`src/rtl/jamma_joy_scanner.sv`:
```
// Time-multiplexed JAMMA control scanner: walks the player-select lines, waits a settle
// time, samples the shared active-low bus, debounces per player and strobes changes.
module jamma_joy_scanner #(
   parameter int PLAYERS  = 2,
   parameter int SEL_W    = 2,
   parameter int JOY_W    = 8,
   parameter int SETTLE   = 1,
   parameter int DB_COUNT = 2
) (
   input  logic                       pclk,
   input  logic                       reset,
   input  logic                       enable,
   input  logic [JOY_W-1:0]           jjoy,
   input  logic [JOY_W-1:0]           local_mask,
   output logic [SEL_W-1:0]           jsel,
   output logic [PLAYERS*JOY_W-1:0]   joy_out,
   output logic [PLAYERS-1:0]         changed,
   output logic                       scan_done
);

   localparam logic [7:0]       SET_LAST = 8'(SETTLE);
   localparam logic [SEL_W-1:0] SEL_LAST = SEL_W'(PLAYERS - 1);
   localparam logic [3:0]       DB       = 4'(DB_COUNT);

   logic [7:0] slot_cnt;
   logic       sample;

   assign sample = enable && (slot_cnt == SET_LAST);

   always_ff @(posedge pclk) begin
      if (reset) begin
         slot_cnt  <= '0;
         jsel      <= '0;
         scan_done <= 1'b0;
      end else begin
         scan_done <= sample && (jsel == SEL_LAST);
         if (sample) begin
            slot_cnt <= '0;
            jsel     <= (jsel == SEL_LAST) ? '0 : jsel + SEL_W'(1);
         end else if (enable) begin
            slot_cnt <= slot_cnt + 8'd1;
         end
      end
   end

   logic [PLAYERS-1:0][JOY_W-1:0] joy_w;
   assign joy_out = joy_w;

   for (genvar p = 0; p < PLAYERS; p++) begin : g_lane
      logic [JOY_W-1:0] raw, last_raw, joy_r;
      logic [3:0]       cnt, cnt_nxt;
      logic             smp, chg_r;

      // Only the local player's sample sees the override mask.
      if (p == 0) begin : g_mask
         assign raw = jjoy & local_mask;
      end else begin : g_nomask
         assign raw = jjoy;
      end

      assign smp        = sample && (jsel == SEL_W'(p));
      assign joy_w[p]   = joy_r;
      assign changed[p] = chg_r;

      // Any bit difference restarts the run for the whole word.
      always_comb begin
         cnt_nxt = 4'd1;
         if (raw == last_raw)
            cnt_nxt = (cnt >= DB) ? DB : cnt + 4'd1;
      end

      always_ff @(posedge pclk) begin
         if (reset) begin
            last_raw <= '1;
            cnt      <= DB;
            joy_r    <= '1;
            chg_r    <= 1'b0;
         end else begin
            chg_r <= 1'b0;
            if (smp) begin
               last_raw <= raw;
               cnt      <= cnt_nxt;
               if (cnt_nxt == DB && raw != joy_r) begin
                  joy_r <= raw;
                  chg_r <= 1'b1;
               end
            end
         end
      end
   end

endmodule

```
`config.mk`:
```
export PLATFORM = sky130hd
export DESIGN_NAME = jamma_joy_scanner
export DESIGN_NICKNAME = d
export VERILOG_FILES = /design/src/rtl/jamma_joy_scanner.sv
export SDC_FILE = /design/constraint.sdc
export NUM_CORES = 1
export LEC_CHECK = 0
export BUFFER_PORTS_ARGS = -buffer_cell sky130_fd_sc_hd__buf_2
export CAP_MARGIN = 40
export CORE_AREA = 5 5 98 82
export CTS_CLUSTER_DIAMETER = 40
export DETAILED_ROUTE_END_ITERATION = 16
export DIE_AREA = 0 0 103 87
export PLACE_DENSITY = 0.57
export SKIP_CTS_REPAIR_TIMING = 1
export SLEW_MARGIN = 15
export SYNTH_ARGS = -nofsm -noshare
export SYNTH_HDL_FRONTEND = slang
export SYNTH_SLANG_ARGS = --single-unit
```
`constraint.sdc`:
```
create_clock -name pclk -period 3.9 [get_ports pclk]
set_clock_uncertainty 0.15 [all_clocks]
set_input_delay 0.585 -clock pclk [delete_from_list [all_inputs] [get_ports pclk]]
set_output_delay 0.585 -clock pclk [all_outputs]
set_load 0.02 [all_outputs]
```
==> summary.txt, run 1 <==
Detailed routing
  – DR WL/cell: 13.8 µm
  – Vias per cell: 5.10
  – First DRT Iteration DRCs: 115
  – Post-route ant nets: 0
  – Drt pass-1 iters: 4
  – DRC: 0
  – Final WL: 5950 µm
  – Vias: 2196

Pwr
  – Final Power: 0.991 mW
  – Leak: 1.22 nW
  – Peak VDD IR: 0.169 mV
  – Power per cell area: 334 mW/mm²

Final layout
  – Layout cells sized above 1: 0.164
  – Ant diodes: 0
  – Commonest non-fill, non-tap cell in the layout: dfxtp_1
  – Commonest non-fill, non-tap cells in the layout: dfxtp_1, nor2_1, buf_2
  – Final cell count without fillers: 431
  – Area Overhead vs Synth: 9.81%
  – Core Util, Final: 0.420
  – Layout Cell Area excl Fill: 0.00297 mm²
  – Net count, final: 365

Logic synthesis
  – Cells after Synth: 314
  – Mapped Nets: 339
  – Post-synthesis register bit count: 53
  – Cell area after synthesis: 0.00271 mm²
  – Syn avg cell area: 8.61 µm²
  – Netlist cell types: 39
  – Register area share after synthesis: 0.392
  – YS warnings: 0

Setup path
  – Critical Path, Cell by Cell: ha_1 -> nor4b_4 -> nand4bb_1 -> buf_4 -> nor2b_1 -> nand4_1 -> mux2i_1
  – Top delay family on crit path: simple AND/OR/NAND/NOR gates
  – Max incr delay on CP: 0.52 ns
  – Crit end category: flip-flop
  – Worst-path maximum fanout: 20
  – CP required: 3.97 ns
  – Startpoint types: flip-flop
  – Critical Setup Path Class: flip-flop to flip-flop
  – Crit path DAT: 2.48 ns
  – WP buf/inv: 1
  – CP max stage cell: nand4_1

CTS
  – Clock Tree Buf Depth: 2
  – CTS Buf Count: 5
  – CTS tree: done
  – Root Buffer: clkbuf_8
  – Clk slew on worst S/H paths: 0.10 ns
  – Worst skew pair latency: 0.31 ns
  – H-Tree Depth: 2
  – Number of clock sinks: 53

Placement
  – Placed cells: 423
  – Post-DP HPWL: 4220 µm
  – Dpl cell area: 0.00289 mm²
  – Setup WS pre-CTS: 1.26 ns
  – Placer Congestion: 0.784
  – Port bufs: 39

Global routing
  – Initial antenna violation count: 0
  – Vias in the first global route: 2052
  – Pin count of the biggest net entering global routing: 46
  – Tot GR Track Use: 0.140
  – GR Overflow Total: 0
  – First-pass GRT wire length: 9940 µm

Outcome
  – Status: complete, no violations

Die
  – I/O pins: 40
  – Row cnt: 28
  – Die ar.: 0.00896 mm²
  – Horiz. Die Dim: 103 µm
  – Initial core utilization: 0.382
  – Area of the core: 0.00708 mm²
  – Die Height: 87 µm

STA
  – Final Setup Violations: 0
  – Max Slew Vio Count: 0
  – FMAX: 416 MHz
  – Relative slew slack: 0.574
  – Final setup TNS: 0 ns
  – Fin crit share: 0.616
  – Fin worst setup slack: 1.50 ns
  – Final hold vios: 0
  – Min Clock Period, post-route: 2.40 ns
  – Measured slew at the worst slew-check pin: 0.636 ns
  – Final hold slack: 0.318 ns
  – Unrepaired setup endpoints after global routing: no

Flow run
  – # Max-Cap Violations: 0

Hold path
  – Worst hold-check path type: flip-flop to flip-flop
==> cell type report <==
type                       count  area (µm²)
clock buffer                   7        76.3
clock inverter                 1        7.51
fill                         736        4110
inverter                       4        15.0
multi-input combinational    235        1490
sequential                    53        1060
tap                           90         113
timing repair buffer          41         210
==> sequential cells by signal, indices dropped and copies added, names as in the netlist <==
| name | count |
|---|---|
| g_lane.joy_r | 16 |
| g_lane.chg_r | 2 |
| g_lane.cnt | 8 |
| slot_cnt | 8 |
| scan_done | 1 |
| jsel | 2 |
| g_lane.last_raw | 16 |
==> Yosys cell counts (all sizes together) <==
library cell | instances | share of area
or2 | 1 | 0.0023
and4bb | 1 | 0.0046
a211oi | 2 | 0.0055
o22ai | 8 | 0.019
a31oi | 1 | 0.0023
nor3 | 2 | 0.0037
nand4bb | 1 | 0.0042
nand2 | 36 | 0.051
a21oi | 25 | 0.046
xor2 | 3 | 0.0097
nor3b | 1 | 0.0046
nor4 | 3 | 0.015
and2 | 1 | 0.0023
and4 | 1 | 0.0032
nor2 | 48 | 0.068
inv | 4 | 0.0055
nor2b | 1 | 0.0023
buf | 16 | 0.044
dfxtp | 53 | 0.39
clkbuf | 6 | 0.0083
nand3 | 11 | 0.020
mux2i | 18 | 0.067
a311oi | 1 | 0.0032
or4 | 1 | 0.0028
and3 | 20 | 0.047
xnor2 | 21 | 0.068
a2111oi | 1 | 0.0032
ha | 6 | 0.028
nor4b | 2 | 0.018
o21ai | 3 | 0.0055
nand4 | 8 | 0.019
a211o | 8 | 0.026
==> per-layer routing <==
layer  wire length (µm)  global-route usage
met5                  0                   0
met3                406              0.0288
met2               2560               0.208
met4                 46              0.0353
met1               2940               0.205
==> power breakdown <==
group          total [mW]  switching, mW  internal (mW)
Combinational       0.113         0.0662         0.0469
Clock               0.312          0.185          0.128
Sequential          0.566         0.0117          0.554
Total               0.991          0.263          0.729
==> tightest hold or removal path, delay by kind of cell (launching register included) <==
family          cells  cell delay [ns]
compound gates      1             0.05
flops               1             0.32
simple gates        1             0.05
==> final timing paths <==
check	startpoint	to	slack [ns]	depth (start not counted)
hold / removal	g_lane[0].cnt[2]$_SDFFE_PP0P_	g_lane[0].cnt[2]$_SDFFE_PP0P_	0.32	2
setup reg to reg	slot_cnt[0]$_SDFFE_PP0P_	g_lane[0].joy_r[3]$_SDFFE_PP1P_	1.50	7
hold reg to reg	g_lane[0].cnt[2]$_SDFFE_PP0P_	g_lane[0].cnt[2]$_SDFFE_PP0P_	0.32	2
setup / recovery	slot_cnt[0]$_SDFFE_PP0P_	g_lane[0].joy_r[3]$_SDFFE_PP1P_	1.50	7
==> cell families (layout without fill, tap and decap cells) <==
group / after synthesis / count (layout) / share of synthesized area
adder cells (fa/ha/maj): 6 / 6 / 0.0278
buffers and inverters: 26 / 53 / 0.0578
XOR/XNOR: 24 / 24 / 0.0777
AND/OR/NAND/NOR: 138 / 138 / 0.267
multiplexers: 18 / 18 / 0.0666
flip-flops: 53 / 53 / 0.392
AO/OA/AOI/OAI: 49 / 49 / 0.111
Note: power is estimated with default switching activity, not from simulation.
==> inputs of run 2 (changes only) <==
Settings changed: ABC_AREA from default to 1, CORE_AREA 5 5 98 82 to 5 5 104 86, DIE_AREA 0 0 103 87 to 0 0 109 91, PLACE_DENSITY 0.57 to 0.56.
Clock period 3.9 ns to 2.3 ns, I/O delays scaled along.
==> summary.txt, run 2 <==
Outcome
  – Status: complete, no violations

Setup path
  – Critical Setup Path Class: flip-flop to flip-flop
  – CP required: 2.36 ns (-1.61 ns)
  – Worst-path maximum fanout: 13 (-35%)
  – Crit path DAT: 2.02 ns (-0.46 ns)
  – Startpoint types: flip-flop
  – Crit end category: flip-flop

Flow run
  – # Max-Cap Violations: 0 (unchanged)

Final layout
  – Area Overhead vs Synth: 11.8%
  – Final cell count without fillers: 612 (+42%)
  – Core Util, Final: 0.433 (+0.0130)
  – Filler Cells Inserted: 856 (+16%)
  – Commonest non-fill, non-tap cell in the layout: nand2_1
  – Ant diodes: 0 (unchanged)
  – Biggest regs: g_lane.joy_r x16, g_lane.last_raw x16
  – Net count, final: 528 (+45%)
  – Layout cells sized above 1: 0.147 (-0.0174)
  – Commonest non-fill, non-tap cells in the layout: nand2_1, inv_1, nor2_1

Logic synthesis
  – Fraction of registers with async set/reset: 0 (unchanged)
  – Post-synthesis register bit count: 53 (unchanged)
  – Post-synth EDFFs: 0 (unchanged)
  – Cell area after synthesis: 0.00302 mm² (+12%)
  – YS warnings: 0 (unchanged)
  – Synth top cells by count: nand2_1, inv_1, nor2_1
  – Dominant cell by count in the synthesized netlist: nand2_1
  – Synth area leader: dfxtp_1
  – Synth Flop Type: dfxtp_1
  – Share of the synthesized area in the top cell type: 0.351 (-0.0408)
  – Register area share after synthesis: 0.351 (-0.0408)
  – Synth top area cells: dfxtp_1, nand2_1, inv_1
  – Mapped Nets: 491 (+45%)
  – Cells after Synth: 466 (+48%)
  – Syn avg cell area: 6.48 µm² (-25%)
  – Netlist cell types: 32 (-18%)

STA
  – Final hold slack: 0.195 ns (-0.123 ns)
  – Final setup TNS: 0 ns (unchanged)
  – Max Slew Vio Count: 0 (unchanged)
  – FMAX: 509 MHz (+22%)
  – Fin crit share: 0.854 (+0.238)
  – Min Clock Period, post-route: 1.96 ns (-0.440 ns)
  – Measured slew at the worst slew-check pin: 0.499 ns (-0.138 ns)
  – Unrepaired setup endpoints after global routing: no
  – Relative slew slack: 0.667 (+0.0930)
  – Final hold vios: 0 (unchanged)
  – Final Setup Violations: 0 (unchanged)

Placement
  – Post-DP HPWL: 5450 µm (+29%)
  – Placed cells: 604 (+43%)
  – Placer Congestion: 0.805 (+2.7%)
  – Port bufs: 39 (unchanged)

Detailed routing
  – Post-route ant nets: 0 (unchanged)
  – Final WL: 7160 µm (+20%)
  – Vias per cell: 4.52 (-11%)
  – Drt pass-1 iters: 4 (unchanged)
  – First DRT Iteration DRCs: 154 (+34%)
  – DR WL/cell: 11.7 µm (-15%)
  – Vias: 2766 (+26%)
  – DRC: 0 (unchanged)

CTS
  – Clock Tree Buf Depth: 2 (unchanged)
  – Clk slew on worst S/H paths: 0.10 ns (about the same)
  – Root Buffer: clkbuf_8
  – H-Tree Depth: 2 (unchanged)
  – Worst skew pair latency: 0.31 ns (about the same)
  – CTS Buf Count: 5 (unchanged)
  – CTS tree: done
  – Number of clock sinks: 53 (unchanged)

Die
  – Row cnt: 29 (+3.6%)
  – Die ar.: 0.00992 mm² (+11%)
  – I/O pins: 40 (unchanged)
  – Area of the core: 0.00780 mm² (+10%)
  – Die Height: 91 µm (+4.6%)
  – Horiz. Die Dim: 109 µm (+5.8%)
  – Initial core utilization: 0.387 (+0.00476)

Global routing
  – Vias in the first global route: 2519 (+23%)
  – Tot GR Track Use: 0.149 (+0.00927)
  – GR Overflow Total: 0 (unchanged)
  – Initial antenna violation count: 0 (unchanged)
  – Pin count of the biggest net entering global routing: 23 (-50%)
  – First-pass GRT wire length: 12100 µm (+22%)

Pwr
  – Peak VDD IR: 0.274 mV (+63%)
  – Power per cell area: 502 mW/mm² (+50%)
  – Final Power: 1.69 mW (+71%)
  – Leak: 1.85 nW (+51%)

Hold path
  – Worst hold-check path type: primary input to flip-flop
-- run 2: cell count changes after synthesis, moves of 11 or more --
| cell | previous run | this run |
|---|---|---|
| and3_1 | 19 | 0 |
| mux2i_1 | 18 | 1 |
| nand3_1 | 11 | 28 |
| nand2_1 | 35 | 149 |
| inv_1 | 4 | 71 |
| o21ai_0 | 3 | 14 |
| xnor2_1 | 21 | 3 |
-- run 2: cells by family after synthesis --
family / Yosys count / synth area share
AOI/OAI and AO/OA: 42 / 0.0796
xor gates and xnor gates: 5 / 0.0145
adders and majority gates: 6 / 0.0249
buffers and inverters: 90 / 0.122
DFF: 53 / 0.351
muxes: 1 / 0.00332
and+or+nand+nor: 269 / 0.404
-- run 2: per-layer routing --
metal | GRT usage | wire (µm)
met2 | 0.229 | 3100
met5 | 0 | 0
met1 | 0.219 | 3770
met3 | 0.0255 | 256
met4 | 0.0284 | 38
-- run 2: where the power goes --
group          internal (mW)  total, mW  switching (mW)  leakage [nW]
clock network          0.218      0.525           0.308        0.0395
registers              0.939      0.954          0.0154         0.430
logic                 0.0743      0.215           0.141          1.38
-- run 2: worst max-delay path: stages, from the launching register on --
cell and delay (ns):
dfxtp_1 0.41, ha_1 0.21, nand4_2 0.13, nor2_4 0.18, nand2_2 0.09, nor2_4 0.28, nand4_2 0.25, nand2_1 0.12
nand2_1 0.05
-- run 2: final timing paths --
| path | from | endpoint | slack (ns) | cells past startpoint |
|---|---|---|---|---|
| min reg2reg | g_lane[1].cnt[3]$_SDFFE_PP0P_ | g_lane[1].cnt[3]$_SDFFE_PP0P_ | 0.30 | 2 |
| min | enable | slot_cnt[0]$_SDFFE_PP0P_ | 0.20 | 2 |
| max reg2reg | slot_cnt[0]$_SDFFE_PP0P_ | g_lane[1].joy_r[2]$_SDFFE_PP1P_ | 0.34 | 8 |
| max | slot_cnt[0]$_SDFFE_PP0P_ | g_lane[1].joy_r[2]$_SDFFE_PP1P_ | 0.34 | 8 |
-- run 2: cell type report --
| class | instances | area [µm²] | share of cell area |
|---|---|---|---|
| Multi-Input combinational cell | 323 | 1590 | 0.471 |
| Sequential cell | 53 | 1060 | 0.314 |
| Inverter | 78 | 293 | 0.0867 |
| Timing Repair Buffer | 42 | 218 | 0.0645 |
| Tap cell | 108 | 135 | 0.0400 |
| Clock buffer | 8 | 80.1 | 0.0237 |
-- run 2: stage by stage --
step / setup slack (ns) / area, µm²
6_report: 0.336 / 3380
5_1_grt: 0.140 / 3380
4_1_cts: 0.333 / 3380
3_5_place_dp: 0.345 / 3300
3_3_place_gp: 0.389 / 3300
2_1_floorplan: 0.613 / 3020
==> inputs of run 3 (changes only) <==
Settings changed: CTS_BUF_LIST from default to sky130_fd_sc_hd__clkbuf_4 sky130_fd_sc_hd__clkbuf_8.
==> summary.txt, run 3 (synthesis gave the netlist of run 2 again) <==
Detailed routing
  – Drt pass-1 iters: 4 (unchanged)
  – Vias: 2789 (+0.83%)
  – Post-route ant nets: 0 (unchanged)
  – Vias per cell: 4.56 (+0.83%)
  – DR WL/cell: 11.7 µm (+0.25%)
  – Final WL: 7180 µm (+0.25%)
  – DRC: 0 (unchanged)
  – First DRT Iteration DRCs: 168 (+9.1%)

Hold path
  – Hold_sp: enable
  – Worst hold-check path type: primary input to flip-flop
  – Hold Path Sink: slot_cnt[0]$_SDFFE_PP0P_
  – Hold path cells: 2 (unchanged)

Final layout
  – Commonest non-fill, non-tap cells in the layout: nand2_1, inv_1, nor2_1
  – Register area: 0.00106 mm² (unchanged)
  – Core Util, Final: 0.434 (+0.00144)
  – Biggest regs: g_lane.joy_r x16, g_lane.last_raw x16
  – Layout cells sized above 1: 0.153 (+0.00595)
  – Filler Cells Inserted: 858 (+0.23%)
  – Ant diodes: 0 (unchanged)
  – Final cell count without fillers: 612 (unchanged)
  – Multi-input gate area: 0.00159 mm² (unchanged)
  – Net count, final: 528 (unchanged)
  – Commonest non-fill, non-tap cell in the layout: nand2_1
  – Area Overhead vs Synth: 12.2%

STA
  – FMAX: 507 MHz (-0.53%)
  – Final Setup Violations: 0 (unchanged)
  – Final setup TNS: 0 ns (unchanged)
  – Measured slew at the worst slew-check pin: 0.495 ns (-0.00380 ns)
  – Fin worst setup slack: 0.326 ns (-0.0104 ns)
  – Relative slew slack: 0.670 (+0.00254)
  – Fin crit share: 0.858 (+0.00453)
  – Min Clock Period, post-route: 1.97 ns (+0.0104 ns)
  – Unrepaired setup endpoints after global routing: no
  – Max Slew Vio Count: 0 (unchanged)
  – Final hold vios: 0 (unchanged)

Setup path
  – Worst reg2reg endpoint: g_lane[1].joy_r[2]$_SDFFE_PP1P_
  – Setup crit start: slot_cnt[0]$_SDFFE_PP0P_
  – CP required: 2.36 ns (about the same)
  – Crit path DAT: 2.03 ns (about the same)
  – Crit end category: flip-flop
  – Startpoint types: flip-flop
  – Worst r2r path cells: 8 (unchanged)
  – Critical Setup Path Class: flip-flop to flip-flop
  – R2r startpoint: slot_cnt[0]$_SDFFE_PP0P_
  – Worst-path maximum fanout: 13 (unchanged)
  – Reg2reg setup slack: 0.33 ns (about the same)

CTS
  – CTS tree: done
  – Clock Tree Buf Depth: 2 (unchanged)
  – Number of clock sinks: 53 (unchanged)
  – Root Buffer: clkbuf_8
  – H-Tree Depth: 2 (unchanged)
  – Worst skew pair latency: 0.30 ns (about the same)
  – Clk slew on worst S/H paths: 0.10 ns (about the same)
  – CTS Buf Count: 5 (unchanged)

Flow run
  – # Max-Cap Violations: 0 (unchanged)

Pwr
  – Leak: 1.86 nW (+0.55%)
  – Power per cell area: 509 mW/mm² (+1.5%)
  – Peak VDD IR: 0.276 mV (+0.76%)

Global routing
  – First-pass GRT wire length: 12100 µm (about the same)
  – Initial antenna violation count: 0 (unchanged)
  – Vias in the first global route: 2525 (+0.24%)
  – Pin count of the biggest net entering global routing: 23 (unchanged)
  – GR Overflow Total: 0 (unchanged)
  – Tot GR Track Use: 0.149 (about the same)

Placement
  – Placer Congestion: 0.805 (unchanged)
  – Post-DP HPWL: 5450 µm (unchanged)
  – Port bufs: 39 (unchanged)
  – Placed cells: 604 (unchanged)
  – Setup WS pre-CTS: 0.345 ns (unchanged)

Die
  – Row cnt: 29 (unchanged)
  – Area of the core: 0.00780 mm² (unchanged)
  – Horiz. Die Dim: 109 µm (unchanged)
  – Die Height: 91 µm (unchanged)
  – Die ar.: 0.00992 mm² (unchanged)
  – Initial core utilization: 0.387 (unchanged)
  – I/O pins: 40 (unchanged)

Outcome
  – Status: complete, no violations
-- run 3: worst max path at each step --
stage	slack (ns)	end	cells past startpoint
floorplan	0.61	g_lane[0].joy_r[0]$_SDFFE_PP1P_	8
finish	0.33	g_lane[1].joy_r[2]$_SDFFE_PP1P_	8
global placement	0.39	g_lane[1].joy_r[6]$_SDFFE_PP1P_	8
detailed placement	0.35	g_lane[1].joy_r[5]$_SDFFE_PP1P_	8
global route	0.14	g_lane[1].joy_r[2]$_SDFFE_PP1P_	9
CTS	0.33	g_lane[1].joy_r[2]$_SDFFE_PP1P_	8
-- run 3: layout make-up --
cell class / instances / share of cell area
Tap cell: 108 / 0.0399
Clock buffer: 8 / 0.0270
Sequential cell: 53 / 0.313
Timing Repair Buffer: 42 / 0.0643
Multi-Input combinational cell: 323 / 0.469
Inverter: 78 / 0.0864
-- run 3: layer usage --
layer | part of all wire | GRT usage
met5 | 0 | 0
met4 | 0.0067 | 0.0284
met2 | 0.43 | 0.231
met1 | 0.53 | 0.218
met3 | 0.033 | 0.0255
-- run 3: report_power, final --
part / internal [mW] / switching [mW] / total, mW / leakage, nW
sequential: 0.939 / 0.0154 / 0.954 / 0.430
combinational: 0.0743 / 0.142 / 0.216 / 1.38
clock: 0.253 / 0.302 / 0.555 / 0.0498
total: 1.27 / 0.459 / 1.73 / 1.86
-- run 3: stage by stage --
stage          hold WS [ns]  instance area, µm²  power, mW
2_1_floorplan         0.275                3020       1.13
3_3_place_gp          0.291                3300       1.19
3_5_place_dp          0.294                3300       1.19
4_1_cts               0.191                3390       1.75
5_1_grt               0.194                3390       1.82
6_report              0.200                3390       1.73
-- run 3: critical path, stage by stage (launching register included) --
cell and delay, ns:
dfxtp_1 0.41, ha_1 0.21, nand4_2 0.13, nor2_4 0.18
nand2_2 0.09, nor2_4 0.28, nand4_2 0.25, nand2_1 0.12
nand2_1 0.05
